## src/rtl/axi_lite_write_slave.sv

```systemverilog
// AXI4-Lite write-channel subordinate: accepts AW/W beats in any order, commits
// byte-strobed writes into a register bank, and returns a B response.
module axi_lite_write_slave #(
   parameter int unsigned WIDTH_ADDR = 32,
   parameter int unsigned WIDTH_DATA = 32,
   parameter int unsigned NUM_REGS   = 16
) (
   input  logic                        clk,
   input  logic                        reset,
   input  logic [WIDTH_ADDR-1:0]       awaddr,
   input  logic                        awvalid,
   output logic                        awready,
   input  logic [WIDTH_DATA-1:0]       wdata,
   input  logic [3:0]                  wstrb,
   input  logic                        wvalid,
   output logic                        wready,
   output logic [1:0]                  bresp,
   output logic                        bvalid,
   input  logic                        bready,
   input  logic [$clog2(NUM_REGS)-1:0] rd_index,
   output logic [WIDTH_DATA-1:0]       rd_data
);

   localparam int unsigned IDX_W    = $clog2(NUM_REGS);
   localparam int unsigned NUM_STRB = 4;
   localparam int unsigned REG_SPAN = NUM_REGS * 4;

   localparam logic [1:0] RESP_OKAY   = 2'b00;
   localparam logic [1:0] RESP_SLVERR = 2'b10;

   typedef enum logic {IDLE, RESP} state_t;

   state_t                  state, state_d;
   logic                    aw_full, aw_full_d;
   logic [WIDTH_ADDR-1:0]   aw_addr, aw_addr_d;
   logic                    w_full, w_full_d;
   logic [WIDTH_DATA-1:0]   w_data, w_data_d;
   logic [3:0]              w_strb, w_strb_d;
   logic                    awready_d, wready_d, bvalid_d;
   logic [1:0]              bresp_d;
   logic                    commit_c;
   logic                    in_range_c;
   logic [IDX_W-1:0]        wr_idx_c;
   logic [WIDTH_DATA-1:0]   regs [NUM_REGS];

   assign in_range_c = aw_addr < WIDTH_ADDR'(REG_SPAN);
   assign wr_idx_c   = aw_addr[2 +: IDX_W];
   assign rd_data    = regs[rd_index];

   // Next-state, buffer capture and registered-output computation
   always_comb begin
      state_d   = state;
      aw_full_d = aw_full;
      aw_addr_d = aw_addr;
      w_full_d  = w_full;
      w_data_d  = w_data;
      w_strb_d  = w_strb;
      bvalid_d  = bvalid;
      bresp_d   = bresp;
      commit_c  = 1'b0;

      case (state)
         IDLE: begin
            if (awvalid && awready) begin
               aw_full_d = 1'b1;
               aw_addr_d = awaddr;
            end
            if (wvalid && wready) begin
               w_full_d = 1'b1;
               w_data_d = wdata;
               w_strb_d = wstrb;
            end
            if (aw_full && w_full) begin
               commit_c = 1'b1;
               bvalid_d = 1'b1;
               bresp_d  = in_range_c ? RESP_OKAY : RESP_SLVERR;
               state_d  = RESP;
            end
         end
         RESP: begin
            if (bready) begin
               bvalid_d  = 1'b0;
               aw_full_d = 1'b0;
               w_full_d  = 1'b0;
               state_d   = IDLE;
            end
         end
         default: state_d = IDLE;
      endcase

      // Readies follow the next buffer/state so they are registered yet cycle-accurate
      awready_d = !aw_full_d && (state_d == IDLE);
      wready_d  = !w_full_d  && (state_d == IDLE);
   end

   always_ff @(posedge clk) begin
      if (reset) begin
         state   <= IDLE;
         aw_full <= 1'b0;
         aw_addr <= '0;
         w_full  <= 1'b0;
         w_data  <= '0;
         w_strb  <= '0;
         awready <= 1'b1;
         wready  <= 1'b1;
         bvalid  <= 1'b0;
         bresp   <= RESP_OKAY;
      end else begin
         state   <= state_d;
         aw_full <= aw_full_d;
         aw_addr <= aw_addr_d;
         w_full  <= w_full_d;
         w_data  <= w_data_d;
         w_strb  <= w_strb_d;
         awready <= awready_d;
         wready  <= wready_d;
         bvalid  <= bvalid_d;
         bresp   <= bresp_d;
      end
   end

   // Register bank with byte-lane merge on commit
   always_ff @(posedge clk) begin
      if (reset) begin
         for (int i = 0; i < int'(NUM_REGS); i++) regs[i] <= '0;
      end else if (commit_c && in_range_c) begin
         for (int b = 0; b < int'(NUM_STRB); b++) begin
            if (w_strb[b]) regs[wr_idx_c][8*b +: 8] <= w_data[8*b +: 8];
         end
      end
   end

endmodule
```

## config.mk

```make
export PLATFORM = sky130hd
export DESIGN_NAME = axi_lite_write_slave
export DESIGN_NICKNAME = d
export VERILOG_FILES = /design/src/rtl/axi_lite_write_slave.sv
export SDC_FILE = /design/constraint.sdc
export NUM_CORES = 1
export LEC_CHECK = 0
export ABC_CLOCK_PERIOD_IN_PS = 8250
export CAP_MARGIN = 20
export CORE_ASPECT_RATIO = 1.75
export CORE_UTILIZATION = 29
export CTS_CLUSTER_DIAMETER = 80
export DETAILED_ROUTE_END_ITERATION = 16
export GPL_ROUTABILITY_DRIVEN = 0
export PLACE_DENSITY_LB_ADDON = 0.25
export RECOVER_POWER = 100
export SYNTH_ARGS = -nofsm -noshare
export SYNTH_HDL_FRONTEND = slang
export SYNTH_SLANG_ARGS = --single-unit
```

## constraint.sdc

```tcl
create_clock -name clk -period 8.25 [get_ports clk]
set_clock_uncertainty 0.2 [all_clocks]
set_input_delay 1.65 -clock clk [delete_from_list [all_inputs] [get_ports clk]]
set_output_delay 1.65 -clock clk [all_outputs]
set_load 0.1 [all_outputs]
```

==> impl_metrics.env <==
export IMPL_cts_clk_slew_worst_paths_ns=0.06
export IMPL_postCtsHoldBufs=0
export IMPL_grt_usage_pct=16.0
export IMPL_avgSynthCellArea_um2=13.8
export IMPL_min_period_ns=7.33
export IMPL_synth_xor_xnor_area_share_pct=0
export IMPL_path_class="in -> out"
export IMPL_final_cell_area_mm2=0.0303
export IMPL_grt_pass1_wl_um=116000
export IMPL_power_density_mw_per_mm2=220
export IMPL_cap_violations=10
export IMPL_ff2ff_setup_slack_ns=3.95
export IMPL_synth_cells=1971
export IMPL_hp_class="reg -> reg"
export IMPL_ys_warn_count=0
export IMPL_cts_tree="yes"
export IMPL_hold_ws_ns=0.255
export IMPL_routed_wl_um=76900
export IMPL_start_util_pct=29.3
export IMPL_fmax_ghz=0.136
export IMPL_seq_area_frac_synth_pct=61.8
export IMPL_crit_fanout=62
export IMPL_rsz0062_at_grt="false"
export IMPL_die_w_um=234
export IMPL_die_height_um=407
export IMPL_fin_nets=2024
export IMPL_maxSlewHeadroom_pct=-106
export IMPL_layout_drive_gt1_share_pct=13.9
export IMPL_slew_violations=218
export IMPL_via_per_inst=5.54
export IMPL_place_inst=3073
export IMPL_die_area_mm2=0.0952
export IMPL_vias=17700
export IMPL_setup_viol=0
export IMPL_period_share_pct=88.9
export IMPL_grt_overflow=0
export IMPL_dr_pass1_iters=11
export IMPL_drt_antenna_violating_nets=0
export IMPL_wl_per_cell_um=24.1
export IMPL_synth_adder_area_share_pct=0
export IMPL_cts_made_buffers=52
export IMPL_dpl_cell_area_mm2=0.0291
export IMPL_dr_first_iter_drc_count=1480
export IMPL_yosys_area_share_simple_pct=15.5
export IMPL_ctsHtreeMaxLevel=2
export IMPL_crit_path_end_kind="primary output"
export IMPL_synth_compound_area_share_pct=5.68
export IMPL_syn_area_mm2=0.0272
export IMPL_muxShareOfSynthArea_pct=10.6
export IMPL_min_from="aw_addr[26]$_SDFFE_PP0P_"
export IMPL_ys_ff_latch=585
export IMPL_cts_sinks=585
export IMPL_synth_top_family_by_area="simple AND/OR/NAND/NOR gates"
export IMPL_fp_coreArea_mm2=0.0930
export IMPL_area_delta_synth_final_pct=11.2
export IMPL_instances_no_fill=3189
export IMPL_grt_pass1_vias=18300
export IMPL_grt_max_degree=207
export IMPL_dp_hpwl_um=48700
export IMPL_mappedNetlistNets=2048
export IMPL_cts_buffer_depth=3
export IMPL_ios=114
export IMPL_critPathLaunchType="input port"
export IMPL_cts_root_buf="clkbuf_16"
export IMPL_hold_violations=0
export IMPL_drc=0
export IMPL_violations="max-capacitance violations, max-slew violations"
export IMPL_status="finished with violations"
export IMPL_synth_cell_types=28
export IMPL_critPathRequiredTime_ns=6.40
export IMPL_worstMarginPinSlew_ns=3.10
export IMPL_fillers=9304
export IMPL_cts_setup_buffers=0
export IMPL_portBuffers=110
export IMPL_crit_arrival_ns=5.48
export IMPL_cp_startpoint="rd_index[1]"
export IMPL_reg2reg_from="aw_addr[31]$_SDFFE_PP0P_"
export IMPL_insertion_delay_ns=0.62
export IMPL_n_antenna_cell=0
export IMPL_antenna_found_initial=1
export IMPL_cts_resized=0
export IMPL_ir_worst_vdd_mv=0.164
export IMPL_setup_tns_final_ns=0
export IMPL_row_count=148
export IMPL_leakage_nw=9.04
[worst max-delay path: stages]
cell      delay (ns)
clkbuf_2        1.48
buf_4           0.74
mux4_2          0.37
a22oi_1         0.13
nand2_1         0.16
clkbuf_1        0.88
[layout by cell type, fill, tap and decap left out, types with 53 or more instances in the layout]
cell	synthesis	final
a22oi_1	64	64
dfxtp_1	73	73
clkdlybuf4s50_1	0	71
mux4_2	128	128
edfxtp_1	512	512
nor4_1	516	518
clkbuf_16	0	53
o41ai_1	47	64
nand2_1	205	205
clkbuf_1	134	89
a21oi_1	67	67
[registers in the layout (all words and copies together) (netlist names), 4 cells and up]
| register | cells |
|---|---|
| aw_addr | 30 |
| w_strb | 4 |
| w_data | 32 |
| regs | 512 |
[worst paths after layout]
kind / end / depth (start not counted)
worst min-delay path: aw_addr[26]$_SDFFE_PP0P_ / 2
worst max-delay path: rd_data[0] / 6
worst min register to register: aw_addr[26]$_SDFFE_PP0P_ / 2
worst max register to register: regs[4][0]$_SDFFCE_PN0P_ / 5
[layer usage]
layer  GRT usage [%]  part of all wire (%)
met1            19.1                    38
met2            29.6                    54
met3            1.78                   4.7
met4            5.07                   2.7
met5               0                     0
[power by group]
group	internal, mW	switching (mW)	total (mW)
Sequential	3.32	0.0431	3.36
Combinational	0.216	0.644	0.860
Clock	1.32	1.12	2.44
Total	4.85	1.81	6.66
[per-stage QoR]
step	util [%]	power (mW)	worst slack (ns)
2_1_floorplan	-	4.06	3.04
3_3_place_gp	31.3	4.30	1.69
3_5_place_dp	31.3	4.32	1.66
4_1_cts	33.1	6.75	1.65
5_1_grt	32.6	6.87	0.784
6_report	32.6	6.66	0.918
[layout make-up]
class	count	area, µm²	area share, %
clock inverter	25	256	0.847
clock buffer	71	1390	4.60
multi-input combinational	1084	8560	28.3
sequential	585	16800	55.6
inverter	5	20.0	0.0661
tap	1200	1500	4.96
timing repair buffer	219	1720	5.67
[synth_stat cells]
library cell | n | share of area, %
nand3b_1 | 2 | 0.055
clkbuf_1 | 134 | 1.8
nor4_2 | 2 | 0.092
nor2b_1 | 11 | 0.25
o221a_2 | 1 | 0.041
buf_1 | 8 | 0.11
nor4_1 | 516 | 12
buf_2 | 83 | 1.5
nand2_1 | 205 | 2.8
o41ai_1 | 47 | 1.5
and3b_1 | 2 | 0.064
and3b_2 | 1 | 0.037
nand3_1 | 6 | 0.11
a21oi_1 | 67 | 1.2
nor2_2 | 1 | 0.023
edfxtp_1 | 512 | 56
o41ai_2 | 17 | 1.0
nor2_1 | 5 | 0.069
nand4_1 | 3 | 0.069
buf_6 | 63 | 2.6
o21a_1 | 4 | 0.11
buf_4 | 9 | 0.25
dfxtp_1 | 73 | 5.4
conb_1 | 1 | 0.014
inv_1 | 5 | 0.069
and2_1 | 1 | 0.023
a22oi_1 | 64 | 1.8
mux4_2 | 128 | 11
[cell families (layout without fill, tap and decap cells)]
group           after synthesis  after routing
compound gates              200            200
buf+inv                     302            320
flops                       585            585
mux                         128            128
other cells                   1              1
simple gates                755            755
Power figures use the tool's default switching activity.
